===== src/rtl/fifo_fwft_burst_reader.sv =====
// fifo_fwft_burst_reader
//   Drain side of a first-word-fall-through FIFO. Words are popped and sent out on a
//   valid/ready stream in bursts of a runtime length, with m_last on the final beat.
//   A burst starts when the FIFO holds a full burst, when a partial burst has waited
//   long enough (timeout), or while a flush is pending.
//
// Ports
//   clk, rst       clock, synchronous active-high reset
//   fifo_empty     FIFO empty; fifo_dataout valid when low
//   fifo_dataout   FWFT head word
//   fifo_count     FIFO occupancy (18 bits)
//   fifo_rden      pop strobe (= m_valid & m_ready)
//   burst_len      requested burst length, sampled at burst start (0 -> 1, clamped to C_MAX_BURST)
//   flush          one-cycle pulse: drain the FIFO completely in bursts
//   m_valid/m_ready/m_data/m_last  output stream
//   burst_active   high while in BURST
//   flush_pending  a flush is in progress
//   bursts_done    completed-burst counter (wraps)

module fifo_fwft_burst_reader #(
  parameter int C_DATA_WIDTH = 128,
  parameter int C_MAX_BURST  = 16,
  parameter int C_TIMEOUT    = 64
) (
  input  logic                    clk,
  input  logic                    rst,
  input  logic                    fifo_empty,
  input  logic [C_DATA_WIDTH-1:0] fifo_dataout,
  input  logic [17:0]             fifo_count,
  output logic                    fifo_rden,
  input  logic [7:0]              burst_len,
  input  logic                    flush,
  output logic                    m_valid,
  input  logic                    m_ready,
  output logic [C_DATA_WIDTH-1:0] m_data,
  output logic                    m_last,
  output logic                    burst_active,
  output logic                    flush_pending,
  output logic [31:0]             bursts_done
);

  localparam int LW = $clog2(C_MAX_BURST) + 1;
  // Timer only needs to reach C_TIMEOUT-1; the burst starts on that value.
  localparam int TW = (C_TIMEOUT > 1) ? $clog2(C_TIMEOUT) : 1;
  localparam logic [8:0]    MAXB     = 9'(C_MAX_BURST);
  localparam logic [TW-1:0] TMO_LAST = TW'(C_TIMEOUT - 1);

  typedef enum logic {IDLE, BURST} state_t;

  state_t        state;
  logic [LW-1:0] remaining;
  logic [TW-1:0] tmo;

  logic [8:0]    len_clamp;
  logic [LW-1:0] eff_len;
  logic [LW-1:0] part_len;
  logic          count_ge;
  logic          count_nz;
  logic          tmo_hit;
  logic          hs;

  // Clamp burst_len to 1..C_MAX_BURST in 9 bits so C_MAX_BURST=256 still fits.
  always_comb begin
    len_clamp = {1'b0, burst_len};
    if (burst_len == 8'd0)
      len_clamp = 9'd1;
    else if ({1'b0, burst_len} > MAXB)
      len_clamp = MAXB;
  end

  assign eff_len  = len_clamp[LW-1:0];
  assign count_ge = fifo_count >= 18'(eff_len);
  assign count_nz = fifo_count != 18'd0;
  // Partial burst length: only used when count < eff_len, so count fits in LW bits.
  assign part_len = count_ge ? eff_len : fifo_count[LW-1:0];
  assign tmo_hit  = tmo == TMO_LAST;

  // Stream side is a direct pass-through of the FWFT head while bursting.
  assign burst_active = state == BURST;
  assign m_valid      = burst_active & ~fifo_empty;
  assign m_data       = fifo_dataout;
  assign m_last       = m_valid & (remaining == LW'(1));
  assign fifo_rden    = m_valid & m_ready;
  assign hs           = fifo_rden;

  always_ff @(posedge clk) begin
    if (rst) begin
      state         <= IDLE;
      remaining     <= '0;
      tmo           <= '0;
      flush_pending <= 1'b0;
      bursts_done   <= '0;
    end else begin
      // A new pulse wins over the drained condition so it is never lost.
      if (flush)
        flush_pending <= 1'b1;
      else if (state == IDLE && !count_nz && fifo_empty)
        flush_pending <= 1'b0;

      case (state)
        IDLE: begin
          if (count_ge) begin
            remaining <= eff_len;
            tmo       <= '0;
            state     <= BURST;
          end else if (count_nz && (flush_pending || tmo_hit)) begin
            remaining <= part_len;
            tmo       <= '0;
            state     <= BURST;
          end else if (count_nz) begin
            tmo <= tmo + TW'(1);
          end else begin
            tmo <= '0;
          end
        end
        BURST: begin
          tmo <= '0;
          // An empty FIFO mid-burst just stalls; the burst is never cut short.
          if (hs) begin
            remaining <= remaining - LW'(1);
            if (remaining == LW'(1)) begin
              bursts_done <= bursts_done + 32'd1;
              state       <= IDLE;
            end
          end
        end
        default: state <= IDLE;
      endcase
    end
  end

endmodule


===== config.mk =====
export PLATFORM = sky130hd
export DESIGN_NAME = fifo_fwft_burst_reader
export DESIGN_NICKNAME = d
export VERILOG_FILES = /design/src/rtl/fifo_fwft_burst_reader.sv
export SDC_FILE = /design/constraint.sdc
export NUM_CORES = 1
export LEC_CHECK = 0
export ABC_AREA = 1
export CORE_AREA = 3 3 125 127
export DETAILED_ROUTE_END_ITERATION = 8
export DIE_AREA = 0 0 128 130
export HOLD_SLACK_MARGIN = 0.02
export PLACE_DENSITY = 0.76
export REMOVE_ABC_BUFFERS = 1
export SLEW_MARGIN = 20
export SYNTH_ARGS = -nofsm -noshare
export SYNTH_HDL_FRONTEND = slang
export SYNTH_SLANG_ARGS = --single-unit

===== constraint.sdc =====
create_clock -name clk -period 4.4 [get_ports clk]
set_input_delay 0.88 -clock clk [delete_from_list [all_inputs] [get_ports clk]]
set_output_delay 0.88 -clock clk [all_outputs]
set_load 0.01 [all_outputs]

==> impl_metrics.yaml, run 1 <==
sta:
  clock.fmax_mhz: 298
  skew_ps: 6.29
  timing.final.max_slew_violations: 0
  worst_pin_slew_ps: 445
  setup_viol: 0
  rsz0062_at_grt: "no"
  post-route-period-util_pct: 76.2
  max_slew_margin_pct: 70.1
  final.min_clock_period_ps: 3350
  setup_tns_ps: 0
  hold_viol: 0
  setup_ws_ps: 1050
layout:
  fin_nets: 679
  n_antenna_cell: 0
  drive_gt1_share_pct: 7.23
  area_growth_pct: 1.94
  stdcell_area_um2: 3880
synthesis:
  synth_top_area_cell: "buf_4"
  ys.flop_type: "dfxtp_1"
  ys_ff_latch: 45
  syn_inst: 568
  yosys-top-cells-area: "buf_4 (25%), dfxtp_1 (24%), nand2_1 (11%)"
  yosysMostFrequentCell: "buf_4"
  syn_area_um2: 3810
  ys_warn_count: 0
  synth_top_area_share_pct: 25.2
  ys_types: 40
  ys_seq_area_share_pct: 23.7
  synth-async-reset-ratio_pct: 0
  avgSynthCellArea_um2: 6.70
  synth_edf_count: 0
  synthTopCellsByCount: "buf_4 (128), nand2_1 (113), nor2_1 (70), inv_1 (54), dfxtp_1 (45)"
route:
  vias: 3464
  dr.pass1.iters: 4
  drc: 0
  dr.first_iter.drc_count: 255
  routed_wl_um: 29600
  postRouteAntennaNets: 0
  viasPerCell: 4.98
  wire_per_inst_um: 42.5
floorplan:
  io_pins: 324
  start_util_pct: 26.2
  die_x_um: 128
  core_area_um2: 14500
  die_area_um2: 16600
  rows: 44
  die_h_um: 130
critical_path:
  crit_arrival_ps: 2470
  crit_buf_inv: 3
  end_kind: "primary output"
  cp_max_fo: 3
  worst-setup-path-type: "in -> out"
  critical_path.slowest_cell: "clkdlybuf4s50_1"
  path_delay_family: "buffers and inverters"
  start_kind: "input pin"
  required_ps: 3520
  cpPeakStageDelay_ps: 570
  crit_top_cell: "clkdlybuf4s50_1"
  worstPathCellList: "clkdlybuf4s50_1, nor2_4, nand2_2, inv_1, clkdlybuf4s50_1"
cts:
  numClockSinks: 45
  cts_resized: 0
  postCtsHoldBufs: 0
  cts-root-buf: "clkbuf_16"
  numCtsBuffers: 5
  insertion_delay_ps: 290
  clk_pin_slew_ps: 70
  htree_levels: 2
  clockBufferDepth: 2
  cts_setup_buffers: 0
  cts_tree: "yes"
job:
  cap_violations: 0
power:
  power.leakage_nw: 1.52
  powerDensity_nw_per_um2: 235
  ir_worst_vdd_uv: 128
placed_design:
  gp_congestion: 1.24
  post_dp_cell_area_um2: 3730
  io_buffers: 67
  dp_hpwl_um: 27500
  dpl_worst_slack_ps: 852
min_path:
  holdCritPathClass: "reg -> reg"
grt:
  antenna_found_initial: 0
  grt_overflow: 0
  grt_max_degree: 16
  grt_pass1_wl_um: 35900
  grt_usage_pct: 34.2
  first_global_vias: 3122
outcome:
  status: "completed"
-- layout by cell type (no fill, tap or decap), drive strengths merged, types with 2 or more instances in the layout --
cell,n
a21oi,25
dfxtp,45
a2bb2oi,2
clkbuf,5
and3,3
nand2,117
xnor2,3
clkinv,3
o21ai,18
nand3,29
inv,58
o21a,3
nor3,12
a211oi,2
nor2,80
nor4,3
nand3b,4
o21bai,3
xor2,3
buf,2
clkdlybuf4s50,67
a31oi,2
ha,9
nand4,11
-- registers in the layout, summed over array words and instances, names as in the netlist --
name	flops
bursts_done	32
burst_active	1
remaining	5
flush_pending	1
tmo	6
-- worst min-delay path: cells and delay by family, from the launching register on --
kind                   cells  cell delay [ps]
AO/OA/AOI/OAI              1               50
buffers and inverters      1               60
flip-flops                 1              330
-- worst paths after layout --
| kind | slack (ps) | cells past startpoint | end | start |
|---|---|---|---|---|
| worst max-delay path | 1050 | 5 | fifo_rden | fifo_empty |
| worst min-delay path | 480 | 2 | bursts_done[26] | bursts_done[26] |
| worst min register to register | 480 | 2 | bursts_done[26] | bursts_done[26] |
| worst max register to register | 2160 | 9 | bursts_done[12] | burst_active |
-- power by group --
group	internal, mW	switching (mW)	total (mW)
clock	0.212	0.169	0.381
combinational	0.0520	0.0596	0.112
sequential	0.413	0.00523	0.418
total	0.676	0.234	0.911
-- logic make-up (layout without fill, tap and decap cells) --
logic type / Yosys count / in the layout / synth area share [%]
adders and majority gates: 9 / 9 / 2.96
AOI/OAI and AO/OA: 55 / 55 / 8.18
DFF: 45 / 45 / 23.7
xor gates and xnor gates: 6 / 6 / 1.38
and+or+nand+nor: 261 / 261 / 32.0
buffers and inverters: 192 / 136 / 31.8
-- through the flow --
step / util, % / total power, mW / hold WS (ps) / std cells
after CTS: 26.7 / 0.916 / 480 / 696
final: 26.7 / 0.911 / 481 / 696
after floorplan: - / 0.482 / 455 / 435
after global routing: 26.7 / 0.947 / 517 / 696
after global placement: 25.7 / 0.539 / 454 / 688
after detailed placement: 25.7 / 0.537 / 469 / 688
-- layout make-up --
type / count / area [µm²]
sequential: 45 / 901
fill: 1632 / 10700
inverter: 59 / 223
clock buffer: 5 / 125
tap: 184 / 230
clock inverter: 3 / 21.3
timing repair buffer: 69 / 686
multi-input combinational: 331 / 1690
-- routing by layer --
metal  vias to the layer above  wire [µm]  GRT usage [%]
li1                       1562          -              -
met1                      1464       5380           17.1
met2                       351      13400           56.5
met3                        81       7580           41.8
met4                         6       3010           25.8
met5                         -        201           8.82
(Power assumes the default switching activity.)
==> run 2: changes to the inputs <==
==> constraint.sdc (replaced) <==
create_clock -name clk -period 3.1 [get_ports clk]
set_input_delay 0.62 -clock clk [delete_from_list [all_inputs] [get_ports clk]]
set_output_delay 0.62 -clock clk [all_outputs]
set_load 0.01 [all_outputs]
==> run 2 against run 1 <==
Against the previous run: first-iteration DRC count up 11%; wire length up 0.78%; worst hold slack better by 4.2 ps.
==> impl_metrics.yaml, run 2 (same netlist as run 1, synthesis figures left out) <==
cts:
  clk_pin_slew_ps: 60
  htree_levels: 2
  cts_tree: "yes"
  clockBufferDepth: 2
  numClockSinks: 45
  postCtsHoldBufs: 0
  numCtsBuffers: 5
  insertion_delay_ps: 280
  cts-root-buf: "clkbuf_16"
  cts_setup_buffers: 0
grt:
  antenna_found_initial: 0
  grt_usage_pct: 34.3
  first_global_vias: 3190
  grt_overflow: 0
  grt_pass1_wl_um: 36300
  grt_max_degree: 18
min_path:
  holdCritPathClass: "reg -> reg"
floorplan:
  die_x_um: 128
  die_h_um: 130
  core_area_um2: 14500
  io_pins: 324
  rows: 44
  die_area_um2: 16600
  start_util_pct: 26.2
layout:
  drive_gt1_share_pct: 9.02
  instances_no_fill: 705
  nFillCells: 1663
  fin_nets: 690
  largest_register_ffs: 32
  reg.largest.list: "bursts_done (32), tmo (6), remaining (5)"
  layout_common_cells: "nand2_1 (113), nor2_1 (70), clkdlybuf4s50_1 (67)"
  n_antenna_cell: 0
  multi_input_area_um2: 1700
  final-seq-area_um2: 901
  area_growth_pct: 3.78
  largest_register: "bursts_done"
  final_common_cell: "nand2_1"
route:
  drc: 0
  postRouteAntennaNets: 0
  viasPerCell: 5.05
  routed_wl_um: 29800
  vias: 3559
  dr.pass1.iters: 5
  dr.first_iter.drc_count: 282
  wire_per_inst_um: 42.3
critical_path:
  cpPeakStageDelay_ps: 420
  cp_max_fo: 7
  crit_arrival_ps: 3000
  worst-setup-path-type: "in -> reg"
  end_kind: "flip-flop"
  worstPathCellList: "clkdlybuf4s50_1, nor2_1, nand2_1, a21oi_2, nand2_1, ha_1, a21oi_1, nand2_1, nand2_1, nand2_1, nand2_1, nand4_2, nand2_1, nand2_1, nand2_1, nor2_1"
  critical_path.slowest_cell: "clkdlybuf4s50_1"
  crit_top_cell: "nand2_1"
  required_ps: 3280
  start_kind: "input pin"
power:
  ir_worst_vdd_uv: 183
  p_total_mw: 1.27
  powerDensity_nw_per_um2: 321
  power.leakage_nw: 1.57
placed_design:
  gp_congestion: 1.31
  placed_cells: 699
  dp_hpwl_um: 27700
  dpl_worst_slack_ps: -53.4
  io_buffers: 67
sta:
  clock.fmax_mhz: 354
  post-route-period-util_pct: 91.1
  worst_pin_slew_ps: 491
  rsz0062_at_grt: "no"
  setup_viol: 0
  timing.final.max_slew_violations: 0
  skew_ps: 1.82
  hold_slack_ps: 485
  max_slew_margin_pct: 67.1
  setup_ws_ps: 276
  hold_viol: 0
  final.min_clock_period_ps: 2820
job:
  cap_violations: 0
outcome:
  status: "completed"
## run 2: cell count changes in the layout (fill, tap and decap cells not counted), sizes merged
| cell | delta |
|---|---|
| buf | +11 |
| clkinvlp | -1 |
| inv | -1 |
## run 2: per-layer routing
| layer | routed length [µm] | share of wire, % | vias to the layer above | track usage, % |
|---|---|---|---|---|
| met5 | 337 | 1.1 | - | 13.8 |
| met4 | 2660 | 8.9 | 10 | 23.5 |
| met3 | 7880 | 26 | 83 | 43.3 |
| met2 | 13900 | 46 | 388 | 57.6 |
| met1 | 5060 | 17 | 1496 | 16.2 |
| li1 | - | - | 1582 | - |
## run 2: per-stage QoR
stage	setup TNS [ps]	instance area, µm²	util [%]
floorplan	0	2820	-
global placement	-382	3820	26.3
detailed placement	-276	3820	26.3
CTS	0	3950	27.2
global route	0	3950	27.2
finish	0	3950	27.2
## run 2: final cells by class
class	instances	share of cell area [%]
Multi-Input combinational cell	331	43.0
Inverter	59	5.64
Timing Repair Buffer	80	19.4
Sequential cell	45	22.8
Clock buffer	5	3.17
Tap cell	184	5.83
Clock inverter	1	0.127
## run 2: final timing paths
| check | slack, ps | start | to | depth (start not counted) |
|---|---|---|---|---|
| hold / removal | 490 | bursts_done[26] | bursts_done[26] | 2 |
| setup reg to reg | 1020 | burst_active | bursts_done[12] | 10 |
| setup / recovery | 280 | burst_len[2] | remaining[2] | 16 |
| hold reg to reg | 490 | bursts_done[26] | bursts_done[26] | 2 |
## run 2: report_power, final
part | internal [mW] | switching [mW] | leakage, nW | total (mW)
logic | 0.0803 | 0.0898 | 1.14 | 0.170
registers | 0.586 | 0.00677 | 0.364 | 0.593
clock network | 0.288 | 0.216 | 0.0655 | 0.505
## run 2: timing repair
item | in CTS | in global routing
hold endpoints to repair | 0 | 0
endpoints found under the setup margin | 0 | 7
gates resized for setup | 0 | 1
## run 2: critical path: cells and delay by family
family	cells	cell delay, ps
AOI/OAI and AO/OA	2	420
buffers and inverters	1	420
and+or+nand+nor	12	1220
adders and majority gates	1	310
==> run 3: changes to the inputs <==
--- a/config.mk
+++ b/config.mk
@@ -6,12 +6,14 @@
 export NUM_CORES = 1
 export LEC_CHECK = 0
 export ABC_AREA = 1
-export CORE_AREA = 3 3 125 127
+export CORE_AREA = 5 5 124 126
+export CTS_CLUSTER_DIAMETER = 40
 export DETAILED_ROUTE_END_ITERATION = 8
-export DIE_AREA = 0 0 128 130
+export DIE_AREA = 0 0 129 131
 export HOLD_SLACK_MARGIN = 0.02
-export PLACE_DENSITY = 0.76
+export PLACE_DENSITY = 0.79
 export REMOVE_ABC_BUFFERS = 1
+export SKIP_LAST_GASP = 1
 export SLEW_MARGIN = 20
 export SYNTH_ARGS = -nofsm -noshare
 export SYNTH_HDL_FRONTEND = slang
==> run 3 against run 2 <==
Against the previous run: global-route usage shrank 1.7 points; flip-flop and latch count did not move; sequential share of layout area grew 0.15 points; worst setup slack better by 64 ps.
==> impl_metrics.yaml, run 3 (same netlist as run 1, synthesis figures left out) <==
floorplan:
  core_area_um2: 14200
  die_area_um2: 16900
  start_util_pct: 26.8
  die_h_um: 131
  io_pins: 324
  rows: 44
  die_x_um: 129
cts:
  cts-root-buf: "clkbuf_16"
  numClockSinks: 45
  clk_pin_slew_ps: 70
  insertion_delay_ps: 290
  htree_levels: 2
  numCtsBuffers: 5
  cts_setup_buffers: 0
  postCtsHoldBufs: 0
  clockBufferDepth: 2
  cts_resized: 0
  cts_tree: "yes"
critical_path:
  required_ps: 3290
  cpPeakStageDelay_ps: 430
  worst-setup-path-type: "in -> reg"
  crit_buf_inv: 1
  cp_max_fo: 7
  worstPathCellList: "clkdlybuf4s50_1, nor2_1, nand2_1, a21oi_2, nand2_1, ha_1, a21oi_1, nand2_1, nand2_1, nand2_1, nand2_1, nand4_2, nand2_1, nand2_1, nand2_1, nor2_1"
  path_delay_family: "simple AND/OR/NAND/NOR gates"
  crit_arrival_ps: 2950
  start_kind: "input pin"
  critical_path.slowest_cell: "clkdlybuf4s50_1"
  end_kind: "flip-flop"
  r2r_cells: 9
  crit_top_cell: "nand2_1"
  cp_num_cells: 16
layout:
  drive_gt1_share_pct: 7.59
  stdcell_area_um2: 3930
  final-seq-area_um2: 901
  layout_common_cells: "nand2_1 (113), nor2_1 (70), clkdlybuf4s50_1 (67)"
  reg.largest.list: "bursts_done (32), tmo (6), remaining (5)"
  fin_nets: 681
  largest_register_ffs: 32
  nFillCells: 1565
  largest_register: "bursts_done"
  utilization_pct: 27.6
  final_common_cell: "nand2_1"
  n_antenna_cell: 0
  area_growth_pct: 3.12
  instances_no_fill: 698
  multi_input_area_um2: 1700
sta:
  setup_tns_ps: 0
  max_slew_margin_pct: 61.6
  hold_slack_ps: 484
  worst_pin_slew_ps: 572
  post-route-period-util_pct: 89.0
  setup_ws_ps: 340
  skew_ps: 6.28
  final.min_clock_period_ps: 2760
  clock.fmax_mhz: 362
  rsz0062_at_grt: "no"
  hold_viol: 0
  setup_viol: 0
  timing.final.max_slew_violations: 0
route:
  drc: 0
  postRouteAntennaNets: 0
  dr.pass1.iters: 5
  vias: 3446
  dr.first_iter.drc_count: 295
  viasPerCell: 4.94
  routed_wl_um: 28800
  wire_per_inst_um: 41.3
grt:
  grt_usage_pct: 32.7
  grt_overflow: 0
  grt_pass1_wl_um: 34500
  antenna_found_initial: 0
  first_global_vias: 3023
  grt_max_degree: 20
job:
  cap_violations: 0
min_path:
  worst_hold_path.num_cells: 2
  holdCritPathClass: "reg -> reg"
outcome:
  status: "completed"
power:
  ir_worst_vdd_uv: 190
  power.leakage_nw: 1.55
  powerDensity_nw_per_um2: 352
  p_total_mw: 1.38
placed_design:
  io_buffers: 67
  placed_cells: 690
  dpl_worst_slack_ps: -29.0
  dp_hpwl_um: 26800
  post_dp_cell_area_um2: 3750
  gp_congestion: 1.22
run 3: where the power goes:
group	total (mW)	internal [mW]	switching, mW
sequential	0.594	0.586	0.00812
clock	0.632	0.403	0.229
combinational	0.156	0.0741	0.0815
total	1.38	1.06	0.318
run 3: layer usage:
layer  vias up  GRT usage [%]  wire [µm]  share of wire, %
li1       1561              -          -                 -
met1      1457           15.7       4990                17
met2       358           55.5      13800                48
met3        64           40.2       7440                26
met4         6           22.6       2440               8.5
met5         -           7.35        176              0.61
run 3: final timing paths:
kind	from	end	slack, ps
setup / recovery	burst_len[2]	remaining[0]	340
hold / removal	bursts_done[26]	bursts_done[26]	480
setup reg to reg	burst_active	bursts_done[12]	940
hold reg to reg	bursts_done[26]	bursts_done[26]	480
run 3: area by class of cell:
cell class	instances	share of cell area [%]
clock buffers	7	3.63
clock inverters	1	0.765
multi-input cells	331	43.3
inverters	59	5.67
flip-flops and latches	45	23.0
well taps	184	5.87
repair buffers	71	17.9
run 3: worst min-delay path, cell delays in order (launching register included):
cell     delay, ps
dfxtp_1        330
inv_1           50
a21oi_1         60
